--- src/rtl/sort_pkg.sv ---
// Shared types for the streaming insertion sorter.
// Latency: n/a (types only).
// Backpressure: n/a (types only).
package sort_pkg;

  typedef enum logic [1:0] {
    IDLE,
    LOAD,
    OUT
  } sort_state_e;

  typedef enum logic {
    ASCEND,
    DESCEND
  } sort_mode_e;

endpackage

--- src/rtl/sort_insert_cell.sv ---
// One slot of the insertion array: keeps, takes in_num, shifts up on insert, or shifts down on emit.
// Latency: slot value updates on the clock edge of the load/shift pulse; stay is combinational.
// Backpressure: none; the parent only pulses load/shift on completed handshakes.
//
// Ports: clk, rst_n; in_num/mode (value being inserted, batch order); occupied (slot holds data);
//        lower_stay/lower_val (slot i-1), upper_val (slot i+1); load (insert), shift (emit);
//        stay (slot keeps its value on insert), slot_val (registered slot contents).
module sort_insert_cell
  import sort_pkg::*;
#(
  parameter int WIDTH = 6
) (
  input  logic             clk,
  input  logic             rst_n,
  input  logic [WIDTH-1:0] in_num,
  input  sort_mode_e       mode,
  input  logic             occupied,
  input  logic             lower_stay,
  input  logic [WIDTH-1:0] lower_val,
  input  logic [WIDTH-1:0] upper_val,
  input  logic             load,
  input  logic             shift,
  output logic             stay,
  output logic [WIDTH-1:0] slot_val
);

  // A slot stays when its value sorts no later than in_num; using <= / >=
  // puts a new equal value after existing ones, keeping arrival order.
  always_comb begin
    stay = 1'b0;
    if (occupied) begin
      stay = (mode == DESCEND) ? (slot_val >= in_num) : (slot_val <= in_num);
    end
  end

  // Because the occupied region is sorted, stay bits form a prefix: the first
  // non-staying slot (its lower neighbour stays) is the gap for in_num, and
  // every slot above it takes its lower neighbour's value.
  always_ff @(posedge clk or negedge rst_n) begin
    if (!rst_n) begin
      slot_val <= '0;
    end else if (shift) begin
      slot_val <= upper_val;
    end else if (load && !stay) begin
      slot_val <= lower_stay ? in_num : lower_val;
    end
  end

endmodule

--- src/rtl/sort_stream.sv ---
// Streaming sorter: collects DEPTH unsigned numbers into a sorted register array, then streams them out.
// Latency: first sorted element valid the cycle after the last input is accepted; one element per cycle after.
// Backpressure: in_ready low while streaming out; output holds stable while out_ready is low.
//
// Ports: clk, rst_n (async, active low); in_valid/in_num/in_mode/in_ready (input handshake,
//        in_mode sampled with a batch's first element); out_valid/out_num/out_last/out_ready
//        (output handshake, out_num forced to 0 when idle).
module sort_stream
  import sort_pkg::*;
#(
  parameter int WIDTH = 6,
  parameter int DEPTH = 5
) (
  input  logic             clk,
  input  logic             rst_n,
  input  logic             in_valid,
  input  logic [WIDTH-1:0] in_num,
  input  logic             in_mode,
  output logic             in_ready,
  output logic             out_valid,
  output logic [WIDTH-1:0] out_num,
  output logic             out_last,
  input  logic             out_ready
);

  localparam int CW = $clog2(DEPTH + 1);

  sort_state_e      state_q, state_d;
  sort_mode_e       mode_q;
  // Counts stored elements while loading, then counts remaining elements
  // while streaming out; both phases never overlap so one register serves.
  logic [CW-1:0]    count_q;
  logic             accept, emit;
  logic [DEPTH-1:0] stay;
  logic [WIDTH-1:0] slot_val [DEPTH];

  assign in_ready  = (state_q != OUT);
  assign out_valid = (state_q == OUT);
  assign out_num   = out_valid ? slot_val[0] : '0;
  assign out_last  = out_valid && (count_q == CW'(1));
  assign accept    = in_valid && in_ready;
  assign emit      = out_valid && out_ready;

  always_comb begin
    state_d = state_q;
    case (state_q)
      IDLE: if (accept) state_d = (DEPTH == 1) ? OUT : LOAD;
      LOAD: if (accept && (count_q + CW'(1) == CW'(DEPTH))) state_d = OUT;
      OUT:  if (emit && out_last) state_d = IDLE;
      default: state_d = IDLE;
    endcase
  end

  always_ff @(posedge clk or negedge rst_n) begin
    if (!rst_n) begin
      state_q <= IDLE;
      mode_q  <= ASCEND;
      count_q <= '0;
    end else begin
      state_q <= state_d;
      case (state_q)
        IDLE: if (accept) begin
          mode_q  <= sort_mode_e'(in_mode);
          count_q <= CW'(1);
        end
        LOAD: if (accept) count_q <= count_q + CW'(1);
        OUT:  if (emit)   count_q <= count_q - CW'(1);
        default: count_q <= '0;
      endcase
    end
  end

  for (genvar i = 0; i < DEPTH; i++) begin : g_slot
    logic             lower_stay;
    logic [WIDTH-1:0] lower_val;
    logic [WIDTH-1:0] upper_val;

    // Slot 0 sees a virtual lower neighbour that always stays, so it is the
    // gap whenever its own value moves up (or it is empty).
    if (i == 0) begin : g_first
      assign lower_stay = 1'b1;
      assign lower_val  = '0;
    end else begin : g_inner
      assign lower_stay = stay[i-1];
      assign lower_val  = slot_val[i-1];
    end

    // The top slot refills with zero on emit, leaving a clean array at batch end.
    if (i == DEPTH - 1) begin : g_top
      assign upper_val = '0;
    end else begin : g_below
      assign upper_val = slot_val[i+1];
    end

    sort_insert_cell #(
      .WIDTH(WIDTH)
    ) u_cell (
      .clk       (clk),
      .rst_n     (rst_n),
      .in_num    (in_num),
      .mode      (mode_q),
      .occupied  (count_q > CW'(i)),
      .lower_stay(lower_stay),
      .lower_val (lower_val),
      .upper_val (upper_val),
      .load      (accept),
      .shift     (emit),
      .stay      (stay[i]),
      .slot_val  (slot_val[i])
    );
  end

endmodule

--- config.mk ---
export PLATFORM = sky130hd
export DESIGN_NAME = sort_stream
export DESIGN_NICKNAME = d
export VERILOG_FILES = /design/src/rtl/sort_pkg.sv /design/src/rtl/sort_insert_cell.sv /design/src/rtl/sort_stream.sv
export SDC_FILE = /design/constraint.sdc
export NUM_CORES = 1
export LEC_CHECK = 0
export ABC_CLOCK_PERIOD_IN_PS = 3700
export BUFFER_PORTS_ARGS = -buffer_cell sky130_fd_sc_hd__buf_2
export CAP_MARGIN = 20
export CORE_ASPECT_RATIO = 1.1
export CORE_MARGIN = 4
export CORE_UTILIZATION = 28
export CTS_CLUSTER_SIZE = 14
export DETAILED_ROUTE_END_ITERATION = 10
export MAX_ROUTING_LAYER = met4
export SYNTH_ARGS = -nofsm -noshare
export SYNTH_HDL_FRONTEND = slang
export SYNTH_HIERARCHICAL = 1
export SYNTH_SLANG_ARGS = --single-unit
--- constraint.sdc ---
create_clock -name clk -period 3.7 [get_ports clk]
set_input_delay 0.555 -clock clk [delete_from_list [all_inputs] [get_ports clk]]
set_output_delay 0.555 -clock clk [all_outputs]
set_load 0.02 [all_outputs]
Word level (Yosys, flattened, before mapping):

Cells that the tools add are included.

* bits in latches: 0
* word-level logic and storage cells: 92
* output and inout bits: 9
* RAM bits: 0
* memories kept: 0
* input port bits: 11
* register bits: 36
* bits in read-only memories: 0

* eq/ne operators: 10
* shift operators: 0
* order comparisons: 15
* mux-type cells: 33
* reduce and logical (&&, ||, !) cells: 24
* div/mod/pow operators: 0
* multipliers: 0
* add/subtract/negate cells: 2
* bitwise gates (word level): 0

Operators by type and width (count)
* two-way mux 6 bit: 15
* greater-or-equal comparator 6 bit: 5
* less-or-equal comparator 6 bit: 5
* logical AND 1 bit: 10
* two-way mux 1 bit: 10
* nonzero test 2 bit: 5
* two-way mux 3 bit: 3
* one-hot mux 3 bit (3 select lines): 1
* != test 2 bit (second input constant): 4
* greater-than comparator 3 x 1 -> 1 bit (second input constant): 2
* greater-than comparator 3 x 2 -> 1 bit (second input constant): 2
* two-way mux 2 bit: 3
* one-hot mux 2 bit (3 select lines): 1
* AND reduction 3 bit: 2
* zero test 1 bit: 5
* != test 2 x 1 -> 1 bit (second input constant): 2
* adder 3 x 1 -> 3 bit (second input constant): 1
* == test 3 x 1 -> 1 bit (second input constant): 1
* == test 3 bit (second input constant): 1
* greater-than comparator 3 bit (second input constant): 1
* subtractor 3 x 1 -> 3 bit (second input constant): 1
* == test 2 x 1 -> 1 bit (second input constant): 1
* == test 2 bit (second input constant): 1
* zero test 2 bit: 1
* AND reduction 2 bit: 1

Longest topological paths before layout:

Gate-level depths: netlist of run 1.

* depth after elaboration: 7
* mapped depth: 14
* gate-level depth less buffers: 12

Hierarchy:

Netlist of run 1, hierarchy kept.

By module, submodules not included
* sort_insert_cell: cells an instance 85, instances 5, area each 701.9 µm²
* sort_stream: cells an instance 64, instances 1, area each 533.0 µm²

Least setup slack after synthesis of run 1:

No wires, ideal clock.

* kind: input-to-reg
* start point: input in_num[5]
* end point: register g_slot[1].u_cell.slot_val[1]
* stages: 14
* slack: 0.642 ns
* required time: 3.613 ns
* buffers on the path: 2
* data arrival time: 2.972 ns
* path through: inv_1 ha_1 and4_4 o21ai_2 or4b_4 nor2b_4 buf_6 a21oi_1 buf_2 mux2i_1 nor2_1 a21oi_1 or4b_1 o211ai_1

* word-level cells in the longest chain between the ends: 6
* elaborated cells on any way between the ends: 14
* classes of those cells: 4 x order compare; 7 x mux; 3 x reduce/logical

Ends and longest elaborated chain
* start: declaration: RTL line sort_stream.sv:17 `input logic [WIDTH-1:0] in_num,`
* less-or-equal comparator 6 bit / greater-or-equal comparator 6 bit (equally long branches): RTL line sort_insert_cell.sv:32 `stay = (mode == DESCEND) ? (slot_val >= in_num) : (slot_val <= in_num);`
* two-way mux 1 bit *: RTL line sort_insert_cell.sv:32
* two-way mux 1 bit *: RTL line sort_insert_cell.sv:31 `if (occupied) begin`
* via g_slot[1].lower_stay: RTL line sort_stream.sv:74 `logic lower_stay;`
* two-way mux 6 bit *: RTL line sort_insert_cell.sv:45 `slot_val <= lower_stay ? in_num : lower_val;`
* two-way mux 6 bit *: RTL line sort_insert_cell.sv:44 `end else if (load && !stay) begin`
* two-way mux 6 bit *: RTL line sort_insert_cell.sv:42 `end else if (shift) begin`
* end signal: assignment: RTL line sort_insert_cell.sv:43 `slot_val <= upper_val;`
* end signal: assignment: RTL line sort_insert_cell.sv:45
* end: declaration: RTL line sort_insert_cell.sv:24 `output logic [WIDTH-1:0] slot_val`

The timed path passes the listed nets; every way through them passes the cells marked *. The select of a mux whose other input is x is not followed.
A chain may end at the register's enable or synchronous reset.

Worst setup path after layout of run 1:

* start point: input in_num[1]
* end point: register g_slot[4].u_cell.slot_val[2]

* word-level cells in the longest chain between the ends: 6
* elaborated cells on any way between the ends: 14
* classes of those cells: 4 x order compare; 7 x mux; 3 x reduce/logical

Ends and longest elaborated chain (RTL line)
* less-or-equal comparator 6 bit / greater-or-equal comparator 6 bit (equally long branches): sort_insert_cell.sv:32
* two-way mux 1 bit *: sort_insert_cell.sv:32
* two-way mux 1 bit *: sort_insert_cell.sv:31
* via g_slot[4].lower_stay: sort_stream.sv:74
* two-way mux 6 bit *: sort_insert_cell.sv:45
* two-way mux 6 bit *: sort_insert_cell.sv:44
* two-way mux 6 bit *: sort_insert_cell.sv:42
* end signal: assignment: sort_insert_cell.sv:43
* end signal: assignment: sort_insert_cell.sv:45
* end: declaration: sort_insert_cell.sv:24

Marked as above.

==> report_table.html, run 1 <==
<table>
<tr><th>Metric</th><th>Value</th></tr>
<tr><th colspan="2">Status</th></tr>
<tr><td>Outcome</td><td>finished clean</td></tr>
<tr><th colspan="2">Worst setup path</th></tr>
<tr><td>Critical path class</td><td>input port to register</td></tr>
<tr><td>Worst-path cell with the longest stage delay</td><td>or4b_4</td></tr>
<tr><td>Launch point of the worst reg-to-reg path</td><td>g_slot[1].u_cell/slot_val[5]</td></tr>
<tr><td>Reg-to-reg setup timing slack</td><td>slightly below 0.6 ns</td></tr>
<tr><td>Crit path max fanout</td><td>8</td></tr>
<tr><td>Cells along the critical path</td><td>buf_2 -&gt; buf_4 -&gt; inv_1 -&gt; ha_1 -&gt; nor2b_1 -&gt; o21ai_2 -&gt; or4b_4 -&gt; nor2b_4 -&gt; a21oi_1 -&gt; buf_4 -&gt; mux2i_1 -&gt; nor2_1 -&gt; a21oi_1 -&gt; or4b_1 -&gt; o211ai_1</td></tr>
<tr><td>Data required time at the worst endpoint</td><td>3.90 ns</td></tr>
<tr><td>Critical Path End Type</td><td>register</td></tr>
<tr><td>Number of cell instances on the worst register-to-register path</td><td>12</td></tr>
<tr><td>Crit Reg-Reg Endpoint</td><td>g_slot[2].u_cell/slot_val[5]</td></tr>
<tr><td>Arrival time at the worst endpoint</td><td>about 3.5 ns</td></tr>
<tr><td>Startpoint types</td><td>input port</td></tr>
<tr><td>Setup crit start</td><td>in_num[1]</td></tr>
<tr><td>Slowest cell delay on critical path</td><td>0.52 ns</td></tr>
<tr><th colspan="2">STA</th></tr>
<tr><td>Final worst path period share</td><td>0.892</td></tr>
<tr><td>Worst max-slew margin expressed relative to the limit</td><td>0.398</td></tr>
<tr><td>Slew @ Worst Pin</td><td>0.903 ns</td></tr>
<tr><td>Worst setup skew after layout</td><td>0.00818 ns</td></tr>
<tr><td>Max frequency</td><td>around 300 MHz</td></tr>
<tr><td>Total negative slack for setup checks</td><td>0 ns</td></tr>
<tr><td>Unrepaired setup endpoints after global routing</td><td>no</td></tr>
<tr><td>Post-layout minimum cycle time</td><td>approximately 3.3 ns</td></tr>
<tr><td>Number of max-slew violations in the final report</td><td>0</td></tr>
<tr><td>Number of setup violations in the final report</td><td>0</td></tr>
<tr><td>Final hold violation count</td><td>0</td></tr>
<tr><th colspan="2">Detailed routing</th></tr>
<tr><td>1st-pass router iterations</td><td>4</td></tr>
<tr><td>Total number of vias</td><td>3897</td></tr>
<tr><td>Final ANT Viol Nets</td><td>0</td></tr>
<tr><td>Average wire length per cell after detail routing</td><td>approximately 17 um</td></tr>
<tr><td>DR iter-0 viols</td><td>~250</td></tr>
<tr><td>Vias/cell</td><td>5.53</td></tr>
<tr><td>Number of design rule violations left after detail routing</td><td>0</td></tr>
<tr><td>Total wirelength of the detailed-routed design</td><td>11800 um</td></tr>
<tr><th colspan="2">Logic synthesis</th></tr>
<tr><td>Mapped Area</td><td>4040 sq um</td></tr>
<tr><td>Synth warn</td><td>6</td></tr>
<tr><td>Synthesized instance count</td><td>488</td></tr>
<tr><td>Average instance area after synthesis</td><td>8.27 sq um</td></tr>
<tr><th colspan="2">Global route</th></tr>
<tr><td>Remaining global-route overflow</td><td>0</td></tr>
<tr><td>Number of global-route vias before repair</td><td>slightly below 4000</td></tr>
<tr><td>Antenna violations before repair</td><td>0</td></tr>
<tr><td>Wire length of the first global-routing pass</td><td>19700 um</td></tr>
<tr><td>Pin count of the biggest net entering global routing</td><td>48</td></tr>
<tr><td>GRT Util Overall</td><td>0.153</td></tr>
<tr><th colspan="2">Power and ir drop</th></tr>
<tr><td>Power per cell area</td><td>918 nW/um^2</td></tr>
<tr><td>Total power after layout</td><td>0.00414 W</td></tr>
<tr><td>Leakage</td><td>2.10 nW</td></tr>
<tr><td>Worst VDD drop</td><td>0.358 mV</td></tr>
<tr><th colspan="2">Clock tree</th></tr>
<tr><td>Clk Latency, worst-skew pair</td><td>about 0.29 ns</td></tr>
<tr><td>Library cell used as clock root buffer</td><td>clkbuf_16</td></tr>
<tr><td>H-tree lvl count</td><td>2</td></tr>
<tr><td>Post CTS Setup Buffer Count</td><td>0</td></tr>
<tr><td>CTS sink cnt</td><td>36</td></tr>
<tr><td>CTS resizes</td><td>0</td></tr>
<tr><td>Deepest clock path buffer count</td><td>2</td></tr>
<tr><td>Number of buffers inserted during clock tree synthesis</td><td>5</td></tr>
<tr><td>Clock slew at the register clock pins of the worst setup and hold paths</td><td>0.06 ns</td></tr>
<tr><td>Clock tree from TritonCTS</td><td>done</td></tr>
<tr><td>Number of buffers added to fix hold violations after cts</td><td>0</td></tr>
<tr><th colspan="2">Run</th></tr>
<tr><td>Max-cap viol count</td><td>0</td></tr>
<tr><th colspan="2">Floorplan</th></tr>
<tr><td>Die width</td><td>122 um</td></tr>
<tr><td>Floorplan Core Area</td><td>14000 sq um</td></tr>
<tr><td>Die outline area</td><td>16400 sq um</td></tr>
<tr><td>Initial Utilization</td><td>0.289</td></tr>
<tr><td>Die Y-Extent</td><td>134 um</td></tr>
<tr><td>Count of standard-cell rows</td><td>45</td></tr>
<tr><td># IOs</td><td>20</td></tr>
<tr><th colspan="2">Cells and area</th></tr>
<tr><td>Antenna diode count</td><td>0</td></tr>
<tr><td>Area used by multi-input combinational logic</td><td>2900 sq um</td></tr>
<tr><td>Proportion of layout cells with a drive suffix above 1</td><td>0.126</td></tr>
<tr><td>Net count of the finished layout</td><td>563</td></tr>
<tr><td>Fill cell count</td><td>approximately 1500</td></tr>
<tr><td>Commonest non-fill, non-tap cell in the layout</td><td>nor2_1</td></tr>
<tr><td>Most used cells in the layout excluding fill and tap cells</td><td>nor2_1, nand2_1, a21oi_1, inv_1</td></tr>
<tr><td>Layout Area Growth over Synthesis</td><td>11.7%</td></tr>
<tr><td>Sequential cell area in the final layout</td><td>901 sq um</td></tr>
<tr><th colspan="2">Place</th></tr>
<tr><td>Last weighted congestion value of the routability-driven placer</td><td>0.912</td></tr>
<tr><td>Hpwl dp</td><td>8850 um</td></tr>
<tr><td>Number of input and output port buffers inserted</td><td>19</td></tr>
<tr><th colspan="2">Min path</th></tr>
<tr><td>Hold Path Class</td><td>input port to asynchronous set/reset pin</td></tr>
</table>
## layer usage
metal / vias up / wire [um] / GRT usage
met5: - / 0 / -
met1: 1869 / 5180 / 0.191
met4: 0 / 407 / 0.0772
met2: 134 / 5700 / 0.243
met3: 29 / 528 / 0.0186
li1: 1865 / - / -
## metrics by stage
step	setup slack, ns	utilization	cell area (sq um)	std cells	hold slack, ns
after global routing	0.258	0.323	4510	705	0.469
after CTS	0.419	0.323	4510	705	0.434
after detailed placement	0.137	0.313	4360	697	0.564
final	0.399	0.323	4510	705	0.394
after global placement	0.174	0.313	4360	697	0.560
after floorplan	0.642	-	4080	499	0.259
## registers in the layout, indices dropped and copies added (netlist names)
signal / cells
g_slot.u_cell/slot_val: 30
count_q: 3
state_q: 2
mode_q: 1
## worst max-delay path by stage
stage,end,slack (ns),cells past startpoint
floorplan,g_slot[4].u_cell/slot_val[1],0.64,14
global placement,g_slot[4].u_cell/slot_val[4],0.17,15
detailed placement,g_slot[4].u_cell/slot_val[4],0.14,15
CTS,g_slot[4].u_cell/slot_val[2],0.42,15
global route,g_slot[4].u_cell/slot_val[4],0.26,15
finish,g_slot[4].u_cell/slot_val[2],0.40,15
## cell type report
class / count / area share
Clock buffer: 8 / 0.0325
Inverter: 40 / 0.0333
Timing Repair Buffer: 28 / 0.0388
Tap cell: 188 / 0.0521
Multi-Input combinational cell: 405 / 0.644
Sequential cell: 36 / 0.200
## power breakdown
part | total (W) | leakage (nW) | switching [W] | internal (W)
logic | 0.00270 | 1.61 | 0.00145 | 0.00125
clock network | 0.000444 | 0.0712 | 0.000175 | 0.000269
registers | 0.00100 | 0.425 | 0.000393 | 0.000606
## worst max-delay path: cells and delay by family
kind | cells | cell delay, ns
compound gates | 4 | 0.43
fa+ha+maj | 1 | 0.31
buf+inv | 4 | 0.62
mux | 1 | 0.10
simple gates | 5 | 1.47
(Power assumes the default switching activity.)
==> run 2, diff against run 1 <==
Settings changed: SETUP_SLACK_MARGIN set to 0.4, SKIP_CTS_REPAIR_TIMING set to 1, SYNTH_HIERARCHICAL 1 to unset.
==> run 2 against run 1 <==
  * Clock-buffer cell count is 3 lower
  * Routed wire length decreased by 32%
  * Register-to-register slack better by 0.32 ns
  * Final cell count decreased by 31%
  * Sequential share of layout area rose by 7.8 points
  * First-iteration DRC count decreased by 38%
  * Sequential cell count stayed put
  * Highest routed layer unchanged
  * Largest power group unchanged
  * Design area down 28%
==> report_table.html, run 2 <==
<table>
<tr><th>Metric</th><th>Value</th></tr>
<tr><th colspan="2">STA</th></tr>
<tr><td>Post-layout minimum cycle time</td><td>2.90 ns (-0.405 ns)</td></tr>
<tr><td>Number of max-slew violations in the final report</td><td>0 (unchanged)</td></tr>
<tr><td>Max frequency</td><td>345 MHz (+14%)</td></tr>
<tr><td>Slew @ Worst Pin</td><td>0.958 ns (+0.0552 ns)</td></tr>
<tr><td>Total negative slack for setup checks</td><td>0 ns (unchanged)</td></tr>
<tr><td>Final worst path period share</td><td>0.783 (-0.110)</td></tr>
<tr><td>Final hold violation count</td><td>0 (unchanged)</td></tr>
<tr><td>Worst max-slew margin expressed relative to the limit</td><td>0.354 (-0.0435)</td></tr>
<tr><td>Number of setup violations in the final report</td><td>0 (unchanged)</td></tr>
<tr><td>Worst setup skew after layout</td><td>0.00853 ns (+0.000352 ns)</td></tr>
<tr><td>Unrepaired setup endpoints after global routing</td><td>no</td></tr>
<tr><th colspan="2">Logic synthesis</th></tr>
<tr><td>Most numerous cell in the Yosys netlist</td><td>nand2_1</td></tr>
<tr><td>Seq/Total Area, Yosys</td><td>0.309</td></tr>
<tr><td>Number of flip-flops and latches in the synthesized netlist</td><td>36</td></tr>
<tr><td>Synth warn</td><td>0 (-6)</td></tr>
<tr><td>Average instance area after synthesis</td><td>8.91 sq um (+7.7%)</td></tr>
<tr><td>Unique cell type count in the Yosys netlist</td><td>48</td></tr>
<tr><td>Count of flip-flops with a built-in enable after synthesis</td><td>0</td></tr>
<tr><td>Top cell type's share of synthesized area</td><td>0.309</td></tr>
<tr><td>Mapped Area</td><td>2910 sq um (-28%)</td></tr>
<tr><td>Main flop type after synthesis</td><td>dfrtp_1</td></tr>
<tr><td>Synthesized net count</td><td>374</td></tr>
<tr><td>Area contributors post-synth</td><td>dfrtp_1, ha_1, mux2i_1</td></tr>
<tr><td>Most numerous cell types in the synthesized netlist</td><td>nand2_1, dfrtp_1, ha_1, mux2i_1</td></tr>
<tr><td>Share of flip-flops with an asynchronous set or reset</td><td>1.00</td></tr>
<tr><td>Yosys top cell by area</td><td>dfrtp_1</td></tr>
<tr><td>Synthesized instance count</td><td>327 (-33%)</td></tr>
<tr><th colspan="2">Cells and area</th></tr>
<tr><td>Biggest register</td><td>g_slot.u_cell.slot_val</td></tr>
<tr><td>Most used cells in the layout excluding fill and tap cells</td><td>nand2_1, ha_1, dfrtp_1, mux2i_1, buf_2</td></tr>
<tr><td>Antenna diode count</td><td>0 (unchanged)</td></tr>
<tr><td>Max FFs per register</td><td>30 (unchanged)</td></tr>
<tr><td>Proportion of layout cells with a drive suffix above 1</td><td>0.110 (-0.0156)</td></tr>
<tr><td>Commonest non-fill, non-tap cell in the layout</td><td>nand2_1</td></tr>
<tr><td>Area used by multi-input combinational logic</td><td>1880 sq um (-35%)</td></tr>
<tr><td>Net count of the finished layout</td><td>392 (-30%)</td></tr>
<tr><td>Sequential cell area in the final layout</td><td>901 sq um (unchanged)</td></tr>
<tr><td>Largest registers</td><td>g_slot.u_cell.slot_val (30), count_q (3), state_q (2)</td></tr>
<tr><td>Fill cell count</td><td>1053 (-30%)</td></tr>
<tr><td>Cell Count, Final, Fillers Out</td><td>485 (-31%)</td></tr>
<tr><td>Layout Area Growth over Synthesis</td><td>11.2%</td></tr>
<tr><th colspan="2">Detailed routing</th></tr>
<tr><td>Number of design rule violations left after detail routing</td><td>0 (unchanged)</td></tr>
<tr><td>Final ANT Viol Nets</td><td>0 (unchanged)</td></tr>
<tr><td>Total wirelength of the detailed-routed design</td><td>8090 um (-32%)</td></tr>
<tr><td>Average wire length per cell after detail routing</td><td>16.7 um (-0.45%)</td></tr>
<tr><td>DR iter-0 viols</td><td>153 (-38%)</td></tr>
<tr><td>Vias/cell</td><td>5.24 (-5.3%)</td></tr>
<tr><td>1st-pass router iterations</td><td>5 (+1)</td></tr>
<tr><td>Total number of vias</td><td>2540 (-35%)</td></tr>
<tr><th colspan="2">Run</th></tr>
<tr><td>Max-cap viol count</td><td>0 (unchanged)</td></tr>
<tr><th colspan="2">Floorplan</th></tr>
<tr><td>Die Y-Extent</td><td>115 um (-14%)</td></tr>
<tr><td>Initial Utilization</td><td>0.290 (+0.00131)</td></tr>
<tr><td>Die outline area</td><td>12100 sq um (-26%)</td></tr>
<tr><td>Die width</td><td>105 um (-14%)</td></tr>
<tr><td>Floorplan Core Area</td><td>10000 sq um (-28%)</td></tr>
<tr><td>Count of standard-cell rows</td><td>38 (-16%)</td></tr>
<tr><td># IOs</td><td>20 (unchanged)</td></tr>
<tr><th colspan="2">Power and ir drop</th></tr>
<tr><td>Leakage</td><td>1.55 nW (-26%)</td></tr>
<tr><td>Worst VDD drop</td><td>0.398 mV (+11%)</td></tr>
<tr><td>Power per cell area</td><td>829 nW/um^2 (-9.7%)</td></tr>
<tr><td>Total power after layout</td><td>0.00268 W (-35%)</td></tr>
<tr><th colspan="2">Clock tree</th></tr>
<tr><td>Deepest clock path buffer count</td><td>2 (unchanged)</td></tr>
<tr><td>Library cell used as clock root buffer</td><td>clkbuf_8</td></tr>
<tr><td>Number of buffers inserted during clock tree synthesis</td><td>5 (unchanged)</td></tr>
<tr><td>Clock tree from TritonCTS</td><td>done</td></tr>
<tr><td>H-tree lvl count</td><td>2 (unchanged)</td></tr>
<tr><td>CTS sink cnt</td><td>36 (unchanged)</td></tr>
<tr><td>Clock slew at the register clock pins of the worst setup and hold paths</td><td>0.08 ns (+0.02 ns)</td></tr>
<tr><td>Clk Latency, worst-skew pair</td><td>0.31 ns (+0.02 ns)</td></tr>
<tr><th colspan="2">Global route</th></tr>
<tr><td>Remaining global-route overflow</td><td>0 (unchanged)</td></tr>
<tr><td>Wire length of the first global-routing pass</td><td>13000 um (-34%)</td></tr>
<tr><td>GRT Util Overall</td><td>0.140 (-0.0133)</td></tr>
<tr><td>Number of global-route vias before repair</td><td>2402 (-38%)</td></tr>
<tr><td>Antenna violations before repair</td><td>0 (unchanged)</td></tr>
<tr><td>Pin count of the biggest net entering global routing</td><td>37 (-23%)</td></tr>
<tr><th colspan="2">Worst setup path</th></tr>
<tr><td>Critical Path End Type</td><td>register</td></tr>
<tr><td>Data required time at the worst endpoint</td><td>3.93 ns (+0.03 ns)</td></tr>
<tr><td>Critical path class</td><td>input port to register</td></tr>
<tr><td>Arrival time at the worst endpoint</td><td>3.12 ns (-0.38 ns)</td></tr>
<tr><td>Crit path max fanout</td><td>7 (-1)</td></tr>
<tr><td>Startpoint types</td><td>input port</td></tr>
<tr><th colspan="2">Min path</th></tr>
<tr><td>Hold Path Class</td><td>input port to asynchronous set/reset pin</td></tr>
<tr><th colspan="2">Status</th></tr>
<tr><td>Outcome</td><td>finished clean</td></tr>
<tr><th colspan="2">Place</th></tr>
<tr><td>Hpwl dp</td><td>6110 um (-31%)</td></tr>
<tr><td>Last weighted congestion value of the routability-driven placer</td><td>0.887 (-2.7%)</td></tr>
<tr><td>Number of input and output port buffers inserted</td><td>19 (unchanged)</td></tr>
<tr><td>DP Cell Count</td><td>478 (-31%)</td></tr>
</table>
run 2: cell types whose count changed in the layout (fill, tap and decap cells not counted), moves of 10 or more:
cell and change:
or4b_1 -24, o21ai_0 +10, inv_1 -23, conb_1 -13, nor2_1 -37, a21oi_1 -30
o211ai_1 -14, a2bb2oi_1 -30
run 2: cell type report:
| class | count | area share |
|---|---|---|
| multi-input combinational | 259 | 0.580 |
| sequential | 36 | 0.278 |
| tap | 140 | 0.0541 |
| timing repair buffer | 24 | 0.0409 |
| inverter | 19 | 0.0220 |
| clock buffer | 5 | 0.0212 |
| clock inverter | 2 | 0.00386 |
run 2: report_power, final:
group / internal, W / total (W) / switching [W] / leakage (nW)
Combinational: 0.000702 / 0.00157 / 0.000866 / 1.07
Clock: 0.000128 / 0.000286 / 0.000159 / 0.0400
Sequential: 0.000587 / 0.000830 / 0.000243 / 0.437
run 2: critical path: stages:
cell and delay [ns]:
buf_2 0.15, inv_1 0.13, ha_1 0.33, and4_1 0.27
a211oi_1 0.10, a311o_1 0.35, o21ai_0 0.76, buf_4 0.28
nand3_1 0.07, o211ai_1 0.13
run 2: layer usage:
layer | global-route usage | vias to the layer above | wire length (um)
li1 | - | 1227 | -
met2 | 0.228 | 76 | 3810
met3 | 0.0174 | 19 | 339
met1 | 0.175 | 1218 | 3670
met5 | - | - | 0
met4 | 0.0586 | 0 | 279
run 2: final timing paths:
check	slack [ns]	endpoint	from	cells past startpoint
max	0.80	g_slot[1].u_cell.slot_val[2]	in_num[5]	10
min	0.35	count_q[0]	rst_n	1
max reg2reg	0.91	g_slot[1].u_cell.slot_val[2]	g_slot[1].u_cell.slot_val[5]	8
min reg2reg	0.53	g_slot[4].u_cell.slot_val[0]	g_slot[4].u_cell.slot_val[0]	2
max in group asynchronous	2.79	g_slot[3].u_cell.slot_val[0]	rst_n	1
min in group clk	0.48	mode_q	in_mode	2
run 2: cells by family after synthesis:
| logic type | synth area share |
|---|---|
| adder cells (fa/ha/maj) | 0.155 |
| AND/OR/NAND/NOR | 0.197 |
| AO/OA/AOI/OAI | 0.160 |
| multiplexers | 0.133 |
| flip-flops | 0.309 |
| buffers and inverters | 0.0464 |
run 2: per-stage QoR:
| step | utilization | hold slack, ns | cell area [sq um] | setup WS, ns |
|---|---|---|---|---|
| global placement | 0.315 | 0.516 | 3160 | 0.625 |
| finish | 0.323 | 0.347 | 3240 | 0.804 |
| CTS | 0.323 | 0.397 | 3240 | 0.857 |
| floorplan | - | 0.259 | 2910 | 1.17 |
| detailed placement | 0.315 | 0.525 | 3160 | 0.519 |
| global route | 0.323 | 0.423 | 3240 | 0.609 |
==> run 3, diff against run 2 <==
Settings changed: ABC_CLOCK_PERIOD_IN_PS 3700 to 2970.
Clock period 3.7 ns to 2.97 ns, I/O delays scaled along.
==> run 3 against run 2 <==
  * Via count down 1.6%
  * Final cell count up 1.6%
  * Critical endpoint is now g_slot[4].u_cell.slot_val[3]
  * Power up 30%
  * Clock power up 62%
  * Combinational power up 27%
  * Routed wire length down 0.17%
  * Clock skew down 0.00065 ns
  * Critical path depth down 3
==> report_table.html, run 3 (synthesized netlist as in run 2, its figures left out) <==
<table>
<tr><th>Metric</th><th>Value</th></tr>
<tr><th colspan="2">Status</th></tr>
<tr><td>Outcome</td><td>finished clean</td></tr>
<tr><th colspan="2">Power and ir drop</th></tr>
<tr><td>Power per cell area</td><td>1050 nW/um^2 (+27%)</td></tr>
<tr><td>Fraction of power spent switching nets</td><td>0.452 (-0.0204)</td></tr>
<tr><td>Leakage</td><td>1.60 nW (+3.1%)</td></tr>
<tr><td>Combinational fraction of design power</td><td>0.572 (-0.012)</td></tr>
<tr><td>Switching pwr</td><td>0.00158 W (+25%)</td></tr>
<tr><td>Internal</td><td>0.00192 W (+35%)</td></tr>
<tr><td>Worst VDD drop</td><td>0.428 mV (+7.4%)</td></tr>
<tr><td>Seq pwr share</td><td>0.296 (-0.013)</td></tr>
<tr><td>Clk pwr share</td><td>0.132 (+0.025)</td></tr>
<tr><th colspan="2">Global route</th></tr>
<tr><td>Remaining global-route overflow</td><td>0 (unchanged)</td></tr>
<tr><td>Wire length of the first global-routing pass</td><td>13200 um (+1.8%)</td></tr>
<tr><td>Antenna violations before repair</td><td>0 (unchanged)</td></tr>
<tr><td>Number of global-route vias before repair</td><td>2550 (+6.2%)</td></tr>
<tr><td>GRT Util Overall</td><td>0.143 (+0.00341)</td></tr>
<tr><td>Pin count of the biggest net entering global routing</td><td>37 (unchanged)</td></tr>
<tr><th colspan="2">STA</th></tr>
<tr><td>Worst setup skew after layout</td><td>0.00788 ns (-0.000648 ns)</td></tr>
<tr><td>Post-layout minimum cycle time</td><td>2.40 ns</td></tr>
<tr><td>Number of max-slew violations in the final report</td><td>0 (unchanged)</td></tr>
<tr><td>Number of setup violations in the final report</td><td>0 (unchanged)</td></tr>
<tr><td>Worst max-slew margin expressed relative to the limit</td><td>0.400 (+0.0455)</td></tr>
<tr><td>Max frequency</td><td>417 MHz</td></tr>
<tr><td>Worst hold margin</td><td>0.245 ns (-0.102 ns)</td></tr>
<tr><td>Unrepaired setup endpoints after global routing</td><td>no</td></tr>
<tr><td>Final worst path period share</td><td>0.807</td></tr>
<tr><td>Final hold violation count</td><td>0 (unchanged)</td></tr>
<tr><td>Slew @ Worst Pin</td><td>0.900 ns (-0.0582 ns)</td></tr>
<tr><td>Total negative slack for setup checks</td><td>0 ns (unchanged)</td></tr>
<tr><th colspan="2">Clock tree</th></tr>
<tr><td>Deepest clock path buffer count</td><td>2 (unchanged)</td></tr>
<tr><td>Clock tree from TritonCTS</td><td>done</td></tr>
<tr><td>CTS sink cnt</td><td>36 (unchanged)</td></tr>
<tr><td>Clk Latency, worst-skew pair</td><td>0.31 ns (about the same)</td></tr>
<tr><td>H-tree lvl count</td><td>2 (unchanged)</td></tr>
<tr><td>Number of buffers inserted during clock tree synthesis</td><td>5 (unchanged)</td></tr>
<tr><td>Clock slew at the register clock pins of the worst setup and hold paths</td><td>0.09 ns (about the same)</td></tr>
<tr><td>Library cell used as clock root buffer</td><td>clkbuf_8</td></tr>
<tr><th colspan="2">Detailed routing</th></tr>
<tr><td>Number of design rule violations left after detail routing</td><td>0 (unchanged)</td></tr>
<tr><td>Final ANT Viol Nets</td><td>0 (unchanged)</td></tr>
<tr><td>Total number of vias</td><td>2499 (-1.6%)</td></tr>
<tr><td>Vias/cell</td><td>5.07 (-3.2%)</td></tr>
<tr><td>Average wire length per cell after detail routing</td><td>16.4 um (-1.8%)</td></tr>
<tr><td>1st-pass router iterations</td><td>4 (-1)</td></tr>
<tr><td>DR iter-0 viols</td><td>110 (-28%)</td></tr>
<tr><td>Total wirelength of the detailed-routed design</td><td>8080 um (-0.17%)</td></tr>
<tr><th colspan="2">Cells and area</th></tr>
<tr><td>Commonest non-fill, non-tap cell in the layout</td><td>nand2_1</td></tr>
<tr><td>Biggest register</td><td>g_slot.u_cell.slot_val</td></tr>
<tr><td>Layout Area Growth over Synthesis</td><td>14.2%</td></tr>
<tr><td>Final Util</td><td>0.332 (+0.00886)</td></tr>
<tr><td>Fill cell count</td><td>1056 (+0.28%)</td></tr>
<tr><td>Most used cells in the layout excluding fill and tap cells</td><td>nand2_1, ha_1, mux2i_1, dfrtp_1, buf_2</td></tr>
<tr><td>Antenna diode count</td><td>0 (unchanged)</td></tr>
<tr><td>Largest registers</td><td>g_slot.u_cell.slot_val (30), count_q (3), state_q (2)</td></tr>
<tr><td>Proportion of layout cells with a drive suffix above 1</td><td>0.136 (+0.0258)</td></tr>
<tr><td>Net count of the finished layout</td><td>399 (+1.8%)</td></tr>
<tr><td>Max FFs per register</td><td>30 (unchanged)</td></tr>
<tr><th colspan="2">Worst setup path</th></tr>
<tr><td>Launch point of the worst reg-to-reg path</td><td>count_q[0]</td></tr>
<tr><td>Worst-path cell with the longest stage delay</td><td>dfrtp_2</td></tr>
<tr><td>Crit path max fanout</td><td>6 (-1)</td></tr>
<tr><td>Arrival time at the worst endpoint</td><td>2.59 ns (-0.53 ns)</td></tr>
<tr><td>Data required time at the worst endpoint</td><td>3.16 ns (-0.77 ns)</td></tr>
<tr><td>Critical path class</td><td>register to register</td></tr>
<tr><td>Slowest cell delay on critical path</td><td>0.45 ns (-0.31 ns)</td></tr>
<tr><td>Cells along the critical path</td><td>ha_1 -&gt; ha_1 -&gt; or3_1 -&gt; or4_1 -&gt; and3_1 -&gt; mux2i_1 -&gt; mux2i_1</td></tr>
<tr><td>Setup crit start</td><td>count_q[0]</td></tr>
<tr><td>Critical Path End Type</td><td>register</td></tr>
<tr><td>Startpoint types</td><td>register</td></tr>
<tr><th colspan="2">Floorplan</th></tr>
<tr><td>Die width</td><td>105 um (unchanged)</td></tr>
<tr><td>Initial Utilization</td><td>0.290 (unchanged)</td></tr>
<tr><td>Die outline area</td><td>12100 sq um (unchanged)</td></tr>
<tr><td>Count of standard-cell rows</td><td>38 (unchanged)</td></tr>
<tr><td>Floorplan Core Area</td><td>10000 sq um (unchanged)</td></tr>
<tr><td>Die Y-Extent</td><td>115 um (unchanged)</td></tr>
<tr><td># IOs</td><td>20 (unchanged)</td></tr>
<tr><th colspan="2">Place</th></tr>
<tr><td>Last weighted congestion value of the routability-driven placer</td><td>0.875 (-1.3%)</td></tr>
<tr><td>Number of input and output port buffers inserted</td><td>19 (unchanged)</td></tr>
<tr><td>Hpwl dp</td><td>6240 um (+2.2%)</td></tr>
<tr><th colspan="2">Run</th></tr>
<tr><td>Max-cap viol count</td><td>0 (unchanged)</td></tr>
<tr><th colspan="2">Min path</th></tr>
<tr><td>Hold Path Class</td><td>input port to asynchronous set/reset pin</td></tr>
</table>
==> run 3: cell count changes in the layout (fill, tap and decap cells not counted), sizes merged <==
| cell | before | now |
|---|---|---|
| buf | 24 | 31 |
| bufinv | 0 | 1 |
==> run 3: final cells by class <==
class / count / area [sq um] / area share
Tap cell: 140 / 175 / 0.0526
Clock buffer: 5 / 68.8 / 0.0207
Multi-Input combinational cell: 259 / 1880 / 0.566
Inverter: 19 / 71.3 / 0.0214
Timing Repair Buffer: 31 / 185 / 0.0556
Sequential cell: 36 / 902 / 0.271
Clock inverter: 3 / 42.5 / 0.0128
==> run 3: path summary, 6_finish.rpt <==
| path | to | slack (ns) | cells after the start |
|---|---|---|---|
| min reg2reg | g_slot[4].u_cell.slot_val[0] | 0.55 | 2 |
| min | mode_q | 0.25 | 1 |
| max in group asynchronous | count_q[0] | 2.12 | 1 |
| max reg2reg | g_slot[4].u_cell.slot_val[3] | 0.57 | 7 |
| min in group clk | mode_q | 0.37 | 2 |
| max | g_slot[4].u_cell.slot_val[3] | 0.57 | 7 |
==> run 3: metrics by stage <==
step	power [W]	worst slack, ns	cell area [sq um]	cells
after floorplan	0.00245	0.549	2910	327
after global placement	0.00299	0.244	3210	485
after detailed placement	0.00303	0.209	3210	485
after CTS	0.00350	0.388	3320	493
after global routing	0.00381	0.449	3330	493
final	0.00350	0.573	3330	493
==> run 3: per-layer routing <==
layer | up-vias | share of wire | global-route usage
met4 | 0 | 0.021 | 0.0534
li1 | 1235 | - | -
met5 | - | 0 | -
met3 | 14 | 0.039 | 0.0168
met2 | 57 | 0.49 | 0.239
met1 | 1193 | 0.45 | 0.178
==> run 3: power groups by stage <==
stage / clock network (W) / logic [W] / registers [W]
finish: 0.000463 / 0.00200 / 0.00104
global placement: 0 / 0.00196 / 0.00103
detailed placement: 0 / 0.00199 / 0.00104
CTS: 0.000467 / 0.00200 / 0.00103
global route: 0.000492 / 0.00224 / 0.00107
floorplan: 0 / 0.00154 / 0.000907
==> run 3: critical path: cells and delay by family (launching register included) <==
| kind | cells | cell delay, ns |
|---|---|---|
| muxes | 2 | 0.30 |
| adders and majority gates | 2 | 0.43 |
| DFF | 1 | 0.45 |
| and+or+nand+nor | 3 | 1.10 |
